### src/rtl/velocity_sample_scheduler.sv
`timescale 1ns/1ps
// velocity_sample_scheduler
//
// Measures encoder-tick periods for the BLDC velocity loop. A prescaler
// derives a microsecond strobe from clk, an elapsed counter measures the
// time since the last tick, and each tick in RUN produces a period sample
// together with a sliding-window average. Stall (no tick for STALL_US) and
// direction reversal are detected, and samples are handed to the PID stage
// over a valid/ready handshake.
//
// Ports
//   clk            in   clock
//   reset          in   asynchronous, active-high reset
//   enable         in   measurement enable; low returns everything to IDLE
//   tick           in   single-cycle pulse per encoder state change
//   dir            in   encoder direction, sampled with tick (1 = forward)
//   sample_ready   in   consumer accepts the current sample
//   sample_valid   out  sample pending
//   period_us      out  latest single-tick period in microseconds
//   avg_period_us  out  window average period
//   direction      out  dir captured at the latest sampled tick
//   stalled        out  stall condition active
//   overrun        out  sticky: a pending sample was overwritten
//
// Handshake: a sample is transferred on every clock edge where
// sample_valid && sample_ready. The outputs hold while sample_valid is high
// and sample_ready is low. A new sample arriving while the current one is
// pending and not being accepted replaces it (latest wins) and sets overrun;
// a new sample arriving on the accepting edge simply becomes the next one.
module velocity_sample_scheduler #(
    parameter int          CLKS_PER_US = 50,
    parameter int          STALL_US    = 100000,
    parameter int          AVG_LOG2    = 2,
    parameter logic [31:0] MAX_PERIOD  = 32'hFFFFFFFF
) (
    input  logic        clk,
    input  logic        reset,
    input  logic        enable,
    input  logic        tick,
    input  logic        dir,
    input  logic        sample_ready,
    output logic        sample_valid,
    output logic [31:0] period_us,
    output logic [31:0] avg_period_us,
    output logic        direction,
    output logic        stalled,
    output logic        overrun
);

    localparam int DEPTH = 1 << AVG_LOG2;
    localparam int SUM_W = 32 + AVG_LOG2;
    localparam int PTR_W = (AVG_LOG2 > 0) ? AVG_LOG2 : 1;
    localparam int PRE_W = $clog2(CLKS_PER_US);
    localparam logic [SUM_W-1:0] SUM_RESET = SUM_W'(MAX_PERIOD) << AVG_LOG2;

    typedef enum logic [1:0] {IDLE, FIRST, RUN, STALL} state_t;

    state_t state, state_next;

    logic [PRE_W-1:0] presc;
    logic             us_strobe;
    logic [31:0]      elapsed;

    // Tick capture stage: the tick is registered together with the elapsed
    // time at that edge, and the FSM acts on it one edge later.
    logic             tick_q;
    logic             dir_q;
    logic [31:0]      period_q;

    logic [31:0]      win [DEPTH];
    logic [PTR_W-1:0] ptr;
    logic [PTR_W-1:0] ptr_next;
    logic [SUM_W-1:0] sum;
    logic [SUM_W-1:0] sum_upd;

    logic stall_hit;
    logic emit_sample;
    logic emit_stall;
    logic latch_dir;
    logic new_sample;

    assign us_strobe  = (presc == PRE_W'(CLKS_PER_US - 1));
    // A tick on the threshold edge wins over the stall.
    assign stall_hit  = (elapsed == 32'(STALL_US)) && !tick;
    assign sum_upd    = sum - SUM_W'(win[ptr]) + SUM_W'(period_q);
    assign ptr_next   = (ptr == PTR_W'(DEPTH - 1)) ? '0 : ptr + 1'b1;
    assign new_sample = emit_sample || emit_stall;

    // ---------------------------------------------------------------- FSM
    always_ff @(posedge clk or posedge reset) begin
        if (reset) begin
            state <= IDLE;
        end else begin
            state <= state_next;
        end
    end

    always_comb begin
        state_next  = state;
        emit_sample = 1'b0;
        emit_stall  = 1'b0;
        latch_dir   = 1'b0;
        if (!enable) begin
            state_next = IDLE;
        end else begin
            case (state)
                IDLE: state_next = FIRST;
                FIRST: begin
                    if (tick_q) begin
                        state_next = RUN;
                        latch_dir  = 1'b1;
                    end else if (stall_hit) begin
                        state_next = STALL;
                        emit_stall = 1'b1;
                    end
                end
                RUN: begin
                    if (tick_q) begin
                        emit_sample = 1'b1;
                    end else if (stall_hit) begin
                        state_next = STALL;
                        emit_stall = 1'b1;
                    end
                end
                STALL: begin
                    // The interval ending here spans the stall; it only
                    // re-arms the measurement.
                    if (tick_q) begin
                        state_next = RUN;
                        latch_dir  = 1'b1;
                    end
                end
                default: state_next = IDLE;
            endcase
        end
    end

    // --------------------------------------------- timebase and tick capture
    always_ff @(posedge clk or posedge reset) begin
        if (reset) begin
            presc    <= '0;
            elapsed  <= '0;
            tick_q   <= 1'b0;
            dir_q    <= 1'b0;
            period_q <= '0;
        end else if (!enable) begin
            presc    <= '0;
            elapsed  <= '0;
            tick_q   <= 1'b0;
            dir_q    <= 1'b0;
            period_q <= '0;
        end else begin
            presc <= us_strobe ? '0 : presc + 1'b1;
            if (tick) begin
                elapsed <= '0;
            end else if (us_strobe && (elapsed != '1)) begin
                elapsed <= elapsed + 32'd1;
            end
            tick_q <= tick && (state != IDLE);
            if (tick) begin
                dir_q    <= dir;
                period_q <= elapsed;
            end
        end
    end

    // ------------------------------------------- window, outputs, handshake
    always_ff @(posedge clk or posedge reset) begin
        if (reset) begin
            period_us     <= MAX_PERIOD;
            avg_period_us <= MAX_PERIOD;
            direction     <= 1'b0;
            stalled       <= 1'b0;
            sample_valid  <= 1'b0;
            overrun       <= 1'b0;
            sum           <= SUM_RESET;
            ptr           <= '0;
            for (int i = 0; i < DEPTH; i++) win[i] <= MAX_PERIOD;
        end else if (!enable) begin
            period_us     <= MAX_PERIOD;
            avg_period_us <= MAX_PERIOD;
            direction     <= 1'b0;
            stalled       <= 1'b0;
            sample_valid  <= 1'b0;
            overrun       <= 1'b0;
            sum           <= SUM_RESET;
            ptr           <= '0;
            for (int i = 0; i < DEPTH; i++) win[i] <= MAX_PERIOD;
        end else begin
            if (emit_stall) begin
                period_us     <= MAX_PERIOD;
                avg_period_us <= MAX_PERIOD;
                stalled       <= 1'b1;
                sum           <= SUM_RESET;
                ptr           <= '0;
                for (int i = 0; i < DEPTH; i++) win[i] <= MAX_PERIOD;
            end
            if (latch_dir) begin
                direction <= dir_q;
                stalled   <= 1'b0;
            end
            if (emit_sample) begin
                period_us <= period_q;
                direction <= dir_q;
                if (dir_q != direction) begin
                    // Reversal: periods from the old direction say nothing
                    // about the new one, so the window restarts full of the
                    // new period.
                    for (int i = 0; i < DEPTH; i++) win[i] <= period_q;
                    sum           <= SUM_W'(period_q) << AVG_LOG2;
                    avg_period_us <= period_q;
                    ptr           <= '0;
                end else begin
                    win[ptr]      <= period_q;
                    sum           <= sum_upd;
                    avg_period_us <= 32'(sum_upd >> AVG_LOG2);
                    ptr           <= ptr_next;
                end
            end
            if (new_sample) begin
                sample_valid <= 1'b1;
                if (sample_valid && !sample_ready) begin
                    overrun <= 1'b1;
                end
            end else if (sample_valid && sample_ready) begin
                sample_valid <= 1'b0;
            end
        end
    end

endmodule

### config.mk
export PLATFORM = sky130hd
export DESIGN_NAME = velocity_sample_scheduler
export DESIGN_NICKNAME = d
export VERILOG_FILES = /design/src/rtl/velocity_sample_scheduler.sv
export SDC_FILE = /design/constraint.sdc
export NUM_CORES = 1
export LEC_CHECK = 0
export BUFFER_PORTS_ARGS = -buffer_cell sky130_fd_sc_hd__buf_2
export CAP_MARGIN = 20
export CORE_MARGIN = 2
export CORE_UTILIZATION = 60
export CTS_BUF_LIST = sky130_fd_sc_hd__clkbuf_4 sky130_fd_sc_hd__clkbuf_8
export DETAILED_ROUTE_END_ITERATION = 7
export GPL_TIMING_DRIVEN = 0
export MAX_ROUTING_LAYER = met4
export PLACE_DENSITY_LB_ADDON = 0.2
export SYNTH_ARGS = -nofsm -noshare
export SYNTH_HDL_FRONTEND = slang
export SYNTH_SLANG_ARGS = --single-unit
### constraint.sdc
create_clock -name clk -period 11.3 [get_ports clk]
set_clock_uncertainty 0.1 [all_clocks]
set_input_delay 0 -clock clk [delete_from_list [all_inputs] [get_ports clk]]
set_output_delay 0 -clock clk [all_outputs]
set_load 0.005 [all_outputs]
; ---- After elaboration in Yosys (flattened, before gate mapping)
; Index checks and enable logic that the tools add are counted.
[classes]
bitwise = 1
eq_ne = 18
order_cmp = 2
mux = 63
add_sub_neg = 5
n_reduce_logical = 15
[op_table]
columns = op, count
row1 = 128-bit 2-to-1 mux, 5
row2 = 32-bit 2-to-1 mux, 14
row3 = 34-bit 2-to-1 mux, 4
row4 = 128-bit bitwise mux, 1
row5 = 32-bit binary-select mux with 2-bit select, 1
row6 = 32-bit demux with 2-bit select, 1
row7 = 34-bit by 32-bit adder with 34-bit output, 1
row8 = 34-bit by 32-bit subtractor with 34-bit output, 1
row9 = 32-bit by 1-bit adder with 32-bit output (second input constant), 1
row10 = 32-bit by 17-bit equality test with 1-bit output (second input constant), 1
row11 = 32-bit != test (second input constant), 1
row12 = 1-bit 2-to-1 mux, 24
row13 = 2-bit 2-to-1 mux, 10
row14 = 3-bit by 1-bit != test with 1-bit output (second input constant), 5
row15 = 6-bit 2-to-1 mux, 2
row16 = 2-bit one-hot mux with 4 select lines, 1
row17 = 6-bit by 1-bit adder with 6-bit output (second input constant), 1
row18 = 2-bit equality test (second input constant), 3
row19 = 6-bit equality test (second input constant), 1
row20 = 1-bit logical AND, 6
row21 = 2-bit by 1-bit != test with 1-bit output (second input constant), 3
row22 = 3-bit != test (second input constant), 2
row23 = 2-bit AND reduction, 2
row24 = 2-bit OR reduction, 2
row25 = 10 further kinds, 11
[totals]
out_inout_bits = 68
in_bits = 6
word_cells = 122
reg_bits = 306

; ---- Logic depth before layout (Yosys ltp)
[logic_depth]
depth_word = 12
ltp_mapped = 16
mapped_depth_nobuf = 14

; ---- Worst setup path before layout
; OpenSTA, ideal clock, no wires.
[synth_path]
path_kind = reg-to-reg
start = register ptr[0]
end = register avg_period_us[25]
stages_incl_launch_ff = 16
required_ps = 11112
setup_time_ps = 88
synth_period_minus_slack_ps = 4512
n_path_buf = 2
path_slack_ps = 6788
arrival_time_ps = 4324
cell_sequence = dfrtp_1 -> clkbuf_1 -> buf_1 -> mux4_2 -> fa_1 -> inv_1 -> ha_1 -> and4_1 -> a32oi_1 -> o211ai_2 -> a221o_1 -> a211oi_2 -> o21ai_2 -> nand3_1 -> o21ai_1 -> a221oi_2
[synth_via]
elab_chain_len = 9
[synth_rtl]
columns = element, line_no
row1 = "start, declared", 71  ; logic [PTR_W-1:0] ptr;
row2 = "start signal, assigned", 217  ; ptr <= ptr_next;
row3 = 2-bit inverter with 3-bit output (implied by the code), 85  ; assign sum_upd = sum - SUM_W'(win[ptr]) + SUM_W'(period_q);
row4 = 32-bit binary-select mux with 2-bit select, 85
row5 = 32-bit 2-to-1 mux (implied by the code) (2 in series), 85
row6 = 34-bit by 32-bit subtractor with 34-bit output, 85
row7 = 34-bit by 32-bit adder with 34-bit output, 85
row8 = 32-bit 2-to-1 mux, 205  ; if (dir_q != direction) begin
row9 = 32-bit 2-to-1 mux, 202  ; if (emit_sample) begin
row10 = 32-bit 2-to-1 mux, 179  ; end else if (!enable) begin
row11 = "end signal, assigned", 211  ; avg_period_us <= period_q;
row12 = "end signal, assigned", 216  ; avg_period_us <= 32'(sum_upd >> AVG_LOG2);
row13 = "end, declared", 44  ; output logic [31:0] avg_period_us,
; No other way between the ends. The select of a mux whose other input is x is not followed.
; A chain may end at the register's enable or synchronous reset.

; ---- Final worst setup path
[layout_path]
start = register ptr[0]
end = register avg_period_us[29]
; Same word-level chain as after synthesis.

==> results.yml <==
cts:
  cts.clk_slew.worst_paths_ps: 70
  cts_buffer_depth: 3
  post_cts_resized: 0
  clkSinkCount: 274
  cts_made_buffers: 48
  cts_root_buffer: "clkbuf_8"
  htree_levels: 2
  cts_tree: "yes"
  clk_latency_ps: 580
global_route:
  grt_pass1_wl_um: 67300
  grt_overflow: 0
  grt_pass1_vias: 12668
  grt_usage_pct: 31.4
  grt_max_degree: 115
  antenna_found_initial: 0
sta:
  worst_hold_slack_ps: 204
  finalCritPeriodShare_pct: 47.3
  setup_viol: 0
  hold_viol_final: 0
  worst_slew_pin_slew_ps: 802
  min_period_ps: 5340
  rsz0062_at_grt: "false"
  max_freq_ghz: 0.187
  finalSetupTns_ps: 0
  maxSlewViolCount: 0
  relSlewSlack_pct: 46.6
drt:
  drc: 0
  routedWlPerCell_um: 19.1
  ant_nets: 0
  routed_wl_um: 41300
  drt-pass1-iter-count: 5
  vias: 12699
  drt_iter0_drc: 1119
  viasPerCell: 5.88
yosys:
  syn_inst: 1657
  seq_area_frac_synth_pct: 45.2
  syn_area_per_cell_um2: 9.47
  synthFlopType: "dfstp_2"
  synthArstFlopShare_pct: 100
  yosysWarningCount: 0
  synth_edf_count: 0
  synthDistinctLibCells: 64
  syn_area_um2: 15700
  synth_fp_nets: 1741
  synth_seq_cells: 274
die:
  initial_core_util_pct: 60.7
  rows: 59
  die_y_um: 166
  ios: 74
  die_area_um2: 27500
  core_um2: 25800
  die_w_um: 166
placed_design:
  gp_congestion: 0.886
  hpwl_um: 30600
  io_buffers: 72
job:
  maxCapViolCount: 0
worst_setup_path:
  cpMostUsedCell: "o211ai_2"
  arrival_ps: 5690
  endpoint_kind: "register"
  max_stage_delay_ps: 670
  required_ps: 11640
  critPathKind: "reg2reg"
  crit_path_top_delay_cell: "mux4_2"
  path_cells: "clkbuf_1 -> buf_1 -> mux4_2 -> fa_1 -> inv_1 -> ha_1 -> and4_1 -> a32oi_1 -> o211ai_2 -> a21oi_2 -> o211ai_2 -> a31oi_2 -> or3b_1 -> o21ai_0 -> a222oi_1"
  start_kind: "register"
  path_max_fanout: 10
hold_path:
  min_path_type: "in2reg"
pwr:
  p_leak_nw: 7.95
  max-vdd-ir-drop_v: 0.000138
  p_per_area_nw_per_um2: 117
final_layout:
  syn2layout_area_growth_pct: 12.7
  final_cell_mix: "254 x nor2_1, 192 x dfstp_2, 155 x o21ai_0"
  final_common_cell: "nor2_1"
  layout-drive-gt1-share_pct: 25.0
  nets: 1873
  n_antenna_cell: 0
run_status:
  outcome: "complete, no violations"
## cell usage after synthesis (all sizes together), types with 17 or more instances
cell      n  area share (%)
ha       46             3.7
xnor2    26             1.5
clkbuf   74             1.8
a21oi    96             3.1
o21ai   162             5.2
nand2    62             1.5
inv     139             3.3
mux2i    35             2.2
mux4     32             4.6
nor2    254             6.1
nand3    17            0.54
buf      60             2.5
nor3    135             4.4
fa       32             4.1
nor2b    40             1.6
dfstp   192              32
xor2     37             2.1
dfrtp    82              13
## kinds of logic (layout without fill, tap and decap cells)
kind of cell               count (synthesis)  in the layout  share of synthesized area, %
buffers and inverters                    273            441                          7.58
AOI/OAI and AO/OA                        345            345                          12.8
xor gates and xnor gates                  63             63                          3.52
and+or+nand+nor                          557            557                          16.3
adders and majority gates                 78             78                          7.75
muxes                                     67             67                          6.83
DFF                                      274            274                          45.2
## where the power goes
part,switching [mW],internal (mW)
combinational,0.0568,0.0213
sequential,0.00249,0.988
clock,0.421,0.580
total,0.480,1.59
## state kept, by name, summed over array words and instances (netlist names), 2 cells and up
signal,count
ptr,2
presc,6
sum,2
period_q,32
state,2
avg_period_us,32
win,128
elapsed,32
period_us,32
## final cells by class
class	count	area (um2)
clock inverter	11	128
timing repair buffer	82	493
tap	335	419
multi-input combinational	1110	7400
sequential	274	7100
inverter	139	529
buffer	134	667
clock buffer	75	945
fill	2078	8160
## repair_timing
action,in CTS,in global routing
hold endpoints to repair,75,0
setup buffers,0,0
hold buffers,7,0
## per-stage QoR
step | std cells | total power [mW] | utilization [%] | setup slack, ps | instance area, um2
after global placement | 2064 | 1.08 | 63.7 | 906 | 16500
after detailed placement | 2066 | 1.08 | 64.0 | 6010 | 16500
after CTS | 2159 | 2.08 | 68.4 | 5940 | 17700
after global routing | 2160 | 2.14 | 68.4 | 5590 | 17700
final | 2160 | 2.07 | 68.4 | 5960 | 17700
after floorplan | 1657 | 1.05 | - | 3970 | 15700
## worst max-delay path: cells and delay by family (launching register included)
family / cells / cell delay (ps)
flops: 1 / 380
compound gates: 7 / 1590
fa+ha+maj: 2 / 870
buf+inv: 3 / 1160
mux: 1 / 670
simple gates: 2 / 410
## per-layer routing
| layer | share of wire, % | up-vias | routed length (um) | global-route usage, % |
|---|---|---|---|---|
| li1 | - | 5873 | - | - |
| met1 | 44 | 6216 | 18000 | 44.4 |
| met2 | 46 | 524 | 19000 | 47.4 |
| met3 | 7.5 | 86 | 3110 | 4.73 |
| met4 | 2.8 | 0 | 1170 | 9.53 |
| met5 | 0 | - | 0 | - |
## worst paths after layout
| kind | from | end | depth (start not counted) | slack [ps] |
|---|---|---|---|---|
| max | ptr[0]$_DFFE_PP0P_ | avg_period_us[29]$_DFFE_PP1P_ | 15 | 5960 |
| min | sample_ready | overrun$_DFFE_PP0P_ | 5 | 200 |
| max reg2reg | ptr[0]$_DFFE_PP0P_ | avg_period_us[29]$_DFFE_PP1P_ | 15 | 5960 |
| min reg2reg | presc[0]$_DFF_PP0_ | presc[0]$_DFF_PP0_ | 1 | 390 |
| max in group asynchronous | reset | period_us[25]$_DFFE_PP1P_ | 6 | 9260 |
| min in group asynchronous | reset | elapsed[5]$_DFFE_PP0P_ | 4 | 490 |
Note: power is estimated with default switching activity, not from simulation.
